File: src/rtl/fetch_pkg.sv
// fetch_pkg: shared state encoding, NOP constant and IF/ID entry type for the fetch stage
package fetch_pkg;
   localparam int FETCH_XLEN = 32;
   localparam logic [31:0] NOP_INSTR = 32'h0000_0000;
   typedef enum logic [1:0] {F_BOOT, F_FETCH, F_DROP, F_FAULT} fetch_state_t;
   typedef struct packed {
      logic                  valid;
      logic [31:0]           instr;
      logic [FETCH_XLEN-1:0] pc;
   } if_id_t;
endpackage

File: src/rtl/instr_fetch_if.sv
// instr_fetch_if: imem req/ack bus plus the IF/ID register and its stall back-pressure
interface instr_fetch_if #(parameter int XLEN = 32) ();
   logic            imem_req;
   logic [XLEN-1:0] imem_addr;
   logic            imem_ack;
   logic [31:0]     imem_rdata;
   logic            stall;
   logic            if_valid;
   logic [31:0]     if_instr;
   logic [XLEN-1:0] if_pc;
   modport master (output imem_req, imem_addr, if_valid, if_instr, if_pc,
                   input imem_ack, imem_rdata, stall);
   modport slave (input imem_req, imem_addr, if_valid, if_instr, if_pc,
                  output imem_ack, imem_rdata, stall);
endinterface

File: src/rtl/fetch_skid_buf.sv
// fetch_skid_buf: one-entry holding register for a word fetched while decode was stalled
module fetch_skid_buf import fetch_pkg::*; #(parameter type T = if_id_t) (
   input  logic clk,
   input  logic rst,
   input  logic load,
   input  logic unload,
   input  logic clear,
   input  T     din,
   output logic full,
   output T     dout
);
   always_ff @(posedge clk) begin
      full <= !(rst || clear) && (load || (full && !unload));
      if (load) dout <= din;
   end
endmodule

File: src/rtl/instr_fetch.sv
// instr_fetch: PC owner, imem req/ack fetcher with skid buffer and redirect handling.
// FETCH_MISALIGN_CHECK_EN adds if_misalign and the F_FAULT state for misaligned PCs.
module instr_fetch import fetch_pkg::*; #(
   parameter int              XLEN     = 32,
   parameter logic [XLEN-1:0] RESET_PC = '0
) (
   input  logic            clk,
   input  logic            rst,
   output logic [XLEN-1:0] pc,
   input  logic [XLEN-1:0] pc_next,
   input  logic            redirect,
   input  logic [XLEN-1:0] redirect_pc,
`ifdef FETCH_MISALIGN_CHECK_EN
   output logic            if_misalign,
`endif
   instr_fetch_if.master   bus
);
   fetch_state_t state;
   logic [XLEN-1:0] drop_addr;
   if_id_t word, skid_q;
   logic skid_full, take, misal, fault;
`ifdef FETCH_MISALIGN_CHECK_EN
   assign misal = pc[1:0] != 2'b00;
`else
   assign misal = 1'b0;
`endif
   // F_DROP keeps presenting the abandoned address until memory answers it
   assign bus.imem_req = (state == F_FETCH && !skid_full && !misal) || state == F_DROP;
   assign bus.imem_addr = state == F_DROP ? drop_addr : {pc[XLEN-1:2], 2'b00};
   assign take = bus.imem_req && bus.imem_ack && state == F_FETCH;
   assign fault = state == F_FETCH && misal && !bus.stall;
   assign word = '{valid: 1'b1, instr: bus.imem_rdata, pc: pc};
   fetch_skid_buf #(.T(if_id_t)) u_skid (
      .clk(clk),
      .rst(rst),
      .load(take && bus.stall && !redirect),
      .unload(!bus.stall),
      .clear(redirect),
      .din(word),
      .full(skid_full),
      .dout(skid_q)
   );
   always_ff @(posedge clk)
      if (rst) begin
         state <= F_BOOT;
         pc <= RESET_PC;
         drop_addr <= '0;
         bus.if_valid <= 1'b0;
         bus.if_instr <= NOP_INSTR;
         bus.if_pc <= '0;
`ifdef FETCH_MISALIGN_CHECK_EN
         if_misalign <= 1'b0;
`endif
      end else if (redirect) begin
         state <= bus.imem_req && !bus.imem_ack ? F_DROP : F_FETCH;
         pc <= redirect_pc;
         drop_addr <= bus.imem_addr;
         bus.if_valid <= 1'b0;
`ifdef FETCH_MISALIGN_CHECK_EN
         if_misalign <= 1'b0;
`endif
      end else begin
         state <= state == F_BOOT || (state == F_DROP && bus.imem_ack) ? F_FETCH :
                  fault ? F_FAULT : state;
         if (take) pc <= pc_next;
         if (!bus.stall) begin
            bus.if_valid <= skid_full ? skid_q.valid : take || fault;
            if (skid_full) begin
               bus.if_instr <= skid_q.instr;
               bus.if_pc <= skid_q.pc;
            end else if (take) begin
               bus.if_instr <= bus.imem_rdata;
               bus.if_pc <= pc;
            end else if (fault) begin
               bus.if_instr <= NOP_INSTR;
               bus.if_pc <= pc;
`ifdef FETCH_MISALIGN_CHECK_EN
               if_misalign <= 1'b1;
`endif
            end
         end
      end
endmodule

File: src/flat_wrapper.sv
// flat-port wrapper written by rule: the top's interface ports become plain ports
module instr_fetch_flat import fetch_pkg::*;
#(
   parameter int              XLEN     = 32,
   parameter logic [XLEN-1:0] RESET_PC = '0
)
  (clk, rst, pc, pc_next, redirect, redirect_pc, bus_imem_req, bus_imem_addr, bus_if_valid, bus_if_instr, bus_if_pc, bus_imem_ack, bus_imem_rdata, bus_stall);
  instr_fetch_if #(.XLEN(XLEN)) bus_i ();
  input  logic clk;
  input  logic rst;
  output logic [XLEN-1:0] pc;
  input  logic [XLEN-1:0] pc_next;
  input  logic redirect;
  input  logic [XLEN-1:0] redirect_pc;
  output wire logic [$bits(bus_i.imem_req)-1:0] bus_imem_req;
  output wire logic [$bits(bus_i.imem_addr)-1:0] bus_imem_addr;
  output wire logic [$bits(bus_i.if_valid)-1:0] bus_if_valid;
  output wire logic [$bits(bus_i.if_instr)-1:0] bus_if_instr;
  output wire logic [$bits(bus_i.if_pc)-1:0] bus_if_pc;
  input wire logic [$bits(bus_i.imem_ack)-1:0] bus_imem_ack;
  input wire logic [$bits(bus_i.imem_rdata)-1:0] bus_imem_rdata;
  input wire logic [$bits(bus_i.stall)-1:0] bus_stall;
  assign bus_imem_req = bus_i.imem_req;
  assign bus_imem_addr = bus_i.imem_addr;
  assign bus_if_valid = bus_i.if_valid;
  assign bus_if_instr = bus_i.if_instr;
  assign bus_if_pc = bus_i.if_pc;
  assign bus_i.imem_ack = bus_imem_ack;
  assign bus_i.imem_rdata = bus_imem_rdata;
  assign bus_i.stall = bus_stall;
  instr_fetch #(.XLEN(XLEN), .RESET_PC(RESET_PC)) u_core (.clk(clk), .rst(rst), .pc(pc), .pc_next(pc_next), .redirect(redirect), .redirect_pc(redirect_pc), .bus(bus_i));
endmodule
File: config.mk
export PLATFORM = sky130hd
export DESIGN_NAME = instr_fetch_flat
export DESIGN_NICKNAME = d
export VERILOG_FILES = /design/src/rtl/fetch_pkg.sv /design/src/rtl/instr_fetch_if.sv /design/src/rtl/fetch_skid_buf.sv /design/src/rtl/instr_fetch.sv /design/src/flat_wrapper.sv
export SDC_FILE = /design/constraint.sdc
export NUM_CORES = 1
export LEC_CHECK = 0
export CAP_MARGIN = 20
export CORE_MARGIN = 2
export CORE_UTILIZATION = 46
export CTS_BUF_LIST = sky130_fd_sc_hd__clkbuf_8
export CTS_CLUSTER_DIAMETER = 30
export DETAILED_ROUTE_END_ITERATION = 16
export GPL_ROUTABILITY_DRIVEN = 1
export GPL_TIMING_DRIVEN = 0
export HOLD_SLACK_MARGIN = 0.15
export PLACE_DENSITY_LB_ADDON = 0.08
export SYNTH_ARGS = -nofsm -noshare
export SYNTH_HDL_FRONTEND = slang
export SYNTH_SLANG_ARGS = --single-unit
File: constraint.sdc
create_clock -name clk -period 3.5 [get_ports clk]
set_clock_uncertainty 0.15 [all_clocks]
set_input_delay 0.7 -clock clk [delete_from_list [all_inputs] [get_ports clk]]
set_output_delay 0.7 -clock clk [all_outputs]
set_load 0.01 [all_outputs]
==> Word level (Yosys, flattened, before mapping) <==
Cells that the tools add are included.
{ "totals": {"elab_cells": 47, "input_bits": 101, "ff_bits": 196} }
{ "classes": {"reduce_logical": 23, "n_mux": 11, "bitwise_logic": 2, "n_eq_ne": 2} }
{ "op_table": {"columns": ["operator", "n"], "rows": [
  ["32-bit 2-to-1 mux", 7],
  ["1-bit logical AND", 9],
  ["2-bit 2-to-1 mux", 3],
  ["2-bit nonzero test", 3],
  ["1-bit logical NOT", 4],
  ["1-bit logical OR", 4],
  ["3-bit AND reduction", 1],
  ["2-bit by 1-bit == test with 1-bit output (second input constant)", 1],
  ["2-bit == test (second input constant)", 1],
  ["2-bit logical NOT", 1],
  ["1-bit NOT", 2],
  ["2-bit OR reduction", 1],
  ["1-bit 2-to-1 mux", 1]
]} }

==> Logic depth before layout (Yosys ltp) <==
{ "depth": {"word_depth": 9, "depth_mapped": 6} }

==> By module <==
Synthesis repeated with hierarchy kept, for this count alone.
{ "hier_totals": {"cells_unflattened": 971, "hier_area_um2": 8918.6} }
{ "by_module_without_submodules": {"columns": ["module", "instances", "cells_each", "area_each_um2"], "rows": [
  ["instr_fetch", 1, 902, 6921.6],
  ["fetch_skid_buf", 1, 69, 1996.9]
]} }

==> Worst setup path after synthesis <==
No wires, ideal clock.
{ "synth_timing": {"path_kind": "input port to flip-flop", "startpoint": "in bus_imem_ack", "endpoint": "reg u_core.u_skid.dout[0] (netlist bit) (enable)", "stages": 4, "arrival_time_ns": 2.978, "slack_ns": -0.057, "required_ns": 2.921, "cell_sequence": "nor4bb_1 buf_2 clkbuf_1 and3_1"} }
{ "synth_via": {"elab_chain_cells": 4} }
{ "synth_rtl": {"columns": ["element", "line_no", "text"], "rows": [
  ["start, declared", "flat_wrapper.sv:20", "input wire logic [$bits(bus_i.imem_ack)-1:0] bus_imem_ack;"],
  ["1-bit logical AND (2 in a row)", "instr_fetch.sv:30", "assign take = bus.imem_req && bus.imem_ack && state == F_FETCH;"],
  ["1-bit logical AND (2 in a row)", "instr_fetch.sv:36", ".load(take && bus.stall && !redirect),"],
  ["named net u_core.u_skid.load", "fetch_skid_buf.sv:5", "input logic load,"],
  ["end signal, assigned", "fetch_skid_buf.sv:14", "if (load) dout <= din;"],
  ["end, declared", "fetch_skid_buf.sv:10", "output T dout"]
]} }
The timed path passes the listed nets, and every way through them passes these cells.
A chain may end at the register's enable or synchronous reset.

==> Worst setup path after layout <==
{ "layout_timing": {"startpoint": "reg u_core.state[0]", "endpoint": "out bus_imem_addr[3]"} }
{ "layout_via": {"elab_chain_cells": 2} }
{ "layout_rtl": {"columns": ["element", "line_no", "text"], "rows": [
  ["start, declared", "instr_fetch.sv:18", "fetch_state_t state;"],
  ["start signal, assigned", "instr_fetch.sv:55", "state <= bus.imem_req && !bus.imem_ack ? F_DROP : F_FETCH;"],
  ["start signal, assigned", "instr_fetch.sv:63", "state <= state == F_BOOT || (state == F_DROP && bus.imem_ack) ? F_FETCH :"],
  ["2-bit == test", "instr_fetch.sv:29", "assign bus.imem_addr = state == F_DROP ? drop_addr : {pc[XLEN-1:2], 2'b00};"],
  ["32-bit 2-to-1 mux", "instr_fetch.sv:29", null],
  ["end, declared", "flat_wrapper.sv:16", "output wire logic [$bits(bus_i.imem_addr)-1:0] bus_imem_addr;"]
]} }
Every way passes these cells.

==> reports/metrics.cfg <==
[status]
status = finished, final reports clean

[grt]
met2_usage = 0.372
grt_max_degree = 65
grt_pass1_vias = 6927
antenna_found_initial = 0
use_met1 = 0.319
grt_pass1_wl_mm = 36.8
grt_overflow = 0
grt_use_met3 = 0.0459
grtUsageTotal = 0.232
grt-busiest-layer = met2

[min_path]
min-delay-start = u_core.bus.if_pc[26]
min_delay_path_depth = 2
hold_end = u_core.bus.if_pc[26]
hp-class = reg2reg

[cts]
clkTransAtPathRegs_ns = 0.11
h-tree-depth = 4
root_buffer = clkbuf_8
cts_tree = yes
cts_buffer_depth = 2
clk-insertion-delay-late_ns = 0.47
cts_num_sinks = 196
numCtsBuffers = 17

[critical_path]
r2r_end = u_core.u_skid.dout[50]
crit_path_start_kind = register
cp.arrival_ns = 2.45
worstSetupEndpointType = output pin
required_ns = 2.65
crit_fanout = 10
timing.rr.start = u_core.u_skid.full
critical_path.startpoint = u_core.state[0]
critical_path_class = reg2out
r2r_slack_ns = 0.84
ff2ff_path_depth = 4

[detailed_routing]
wirelength_mm = 23.3
drc = 0
drtIter0Drc = 327
via_count = 7125
wire_per_inst_microns = 17.4
viasPerCell = 5.33
antenna_left = 0
first_pass_iters = 4

[timing]
drv_slew = 0
fin_crit_sh = 0.943
clock.fmax_ghz = 0.303
holdWs_ns = 0.312
rsz0062_at_grt = false
setup_viol = 0
tightest_slew_ns = 0.874
timing.slew.headroom = 0.418
timing.final.hold_violations = 0
min_period_ns = 3.30

[cells_and_area]
final_net_count = 1190
final_core_util = 0.630
fill_cells = 1602
layout-drive-gt1-share = 0.125
n_antenna_cell = 0
syn_to_final_growth_pct = 34.5

[floorplan]
die_w_microns = 142
io_pins = 231
dieArea_sq_um = 20100
die_h_microns = 142
core_area_sq_um = 18600
row_count = 50
start_util = 0.469

[synthesis]
ys_ff_latch = 196
yosys_warnings = 0
synth_fp_nets = 942
synth_top_area_share = 0.302
syn_inst = 841
avgSynthCellArea_sq_um = 10.4
synth_cell_types = 31
synth_largest_area_cell = dfxtp_1
syn_area_sq_um = 8740
synth_area_leaders = dfxtp_1, edfxtp_1, a221oi_2
yosysSeqAreaShare = 0.522

[placement]
dp_hpwl_mm = 17.0
gp_congestion = 0.840
port_buffers = 229

[power_and_ir_drop]
leakagePower_nw = 4.07
vdd_drop_max_uv = 255
power_density_nw_per_um2 = 414

[flow_run]
drv_cap = 0

==> per-layer routing <==
layer | vias up | wire length, microns
met5 | - | 0
met4 | 0 | 348
met1 | 3331 | 10800
li1 | 3545 | -
met3 | 30 | 1200
met2 | 219 | 10900
==> what timing repair did <==
| item | in CTS | in global routing |
|---|---|---|
| endpoints found under the setup margin | 0 | 24 |
| hold buffers | 0 | 0 |
| endpoints found under the hold margin | 0 | 0 |
| setup buffers | 0 | 0 |
| gates resized for setup | 0 | 9 |
==> critical path, cell delays in order (launching register included) <==
cell and delay [ns]:
dfxtp_1 0.42, nand2b_1 0.13, clkbuf_1 0.30, clkbuf_1 0.39, nand2_1 0.11, nand2_1 0.09, clkdlybuf4s50_1 0.54
==> cell usage in the layout, fill, tap and decap left out, drive strengths merged <==
cell type and n:
dfxtp 132, mux2i 33, nor4bb 1, a32oi 1
o21ai 30, edfxtp 64, buf 44, clkbuf 60
a21o 1, o311a 1, nor3 32, o21bai 1
nor2 3, and3 2, a21oi 31, and3b 1
clkinv 7, nor3b 3, clkdlybuf4s50 229, nor2b 65
bufinv 2, or2 4, nand3 30, nand2b 2
a211oi 96, nand2 90, a221oi 64, inv 71
and2 2
==> flip-flops by register name, summed over array words and instances (netlist names) <==
signal / flops
u_core.drop_addr: 32
u_core.bus.if_pc: 32
u_core.bus.if_valid: 1
u_core.pc: 32
u_core.u_skid.full: 1
u_core.u_skid.dout: 64
u_core.bus.if_instr: 32
u_core.state: 2
==> worst max path at each step <==
stage	to	cells past startpoint
5_1_grt	bus_imem_addr[1]	5
2_1_floorplan	u_core.u_skid.dout[0]	4
4_1_cts	bus_imem_req	5
6_report	bus_imem_addr[3]	6
3_5_place_dp	u_core.u_skid.dout[58]	5
3_3_place_gp	u_core.u_skid.dout[58]	5
==> cells in the mapped netlist <==
library cell / number
a211oi_1: 96
a21o_1: 1
a21oi_1: 31
a221oi_1: 4
a221oi_2: 60
a32oi_1: 1
and2_1: 2
and3_1: 2
and3b_1: 1
buf_1: 5
buf_2: 27
buf_4: 5
buf_6: 7
clkbuf_1: 42
dfxtp_1: 132
edfxtp_1: 64
inv_1: 66
mux2i_1: 33
nand2_1: 90
nand2b_1: 2
nand3_1: 30
nor2_1: 3
nor2b_1: 65
nor3_1: 32
nor3b_1: 3
nor4bb_1: 1
o21ai_0: 30
o21bai_1: 1
o311a_1: 1
or2_1: 3
or2_2: 1
==> per-stage QoR <==
stage | area (sq um) | instances | setup slack (ns) | setup TNS [ns] | total power [mW]
after detailed placement | 11300 | 1304 | -0.0807 | -4.77 | 3.40
final | 11700 | 1336 | 0.198 | 0 | 4.87
after CTS | 11700 | 1336 | 0.0781 | 0 | 4.89
after global placement | 11300 | 1304 | -0.520 | -32.92 | 3.39
after global routing | 11700 | 1336 | 0.0261 | 0 | 5.06
after floorplan | 8740 | 841 | 0.646 | 0 | 2.97
==> where the power goes <==
| part | switching (mW) | internal, mW | leakage [nW] |
|---|---|---|---|
| registers | 0.0950 | 2.45 | 1.66 |
| clock network | 0.840 | 0.678 | 0.214 |
| logic | 0.383 | 0.423 | 2.19 |
==> layout make-up <==
cell class | instances | area, sq um | share of cell area
flip-flops and latches | 196 | 4570 | 0.389
multi-input cells | 493 | 3500 | 0.298
repair buffers | 229 | 2290 | 0.195
plain buffers | 86 | 433 | 0.0368
well taps | 234 | 293 | 0.0249
clock buffers | 18 | 248 | 0.0211
inverters | 66 | 248 | 0.0211
clock inverters | 14 | 169 | 0.0144
==> cell families (layout without fill, tap and decap cells) <==
group | after synthesis | count (layout) | share of synthesized area
muxes | 33 | 33 | 0.0378
AOI/OAI and AO/OA | 225 | 225 | 0.228
and+or+nand+nor | 235 | 235 | 0.134
buffers and inverters | 152 | 413 | 0.0773
DFF | 196 | 196 | 0.522
No activity file was read; power rests on OpenSTA's default activity.
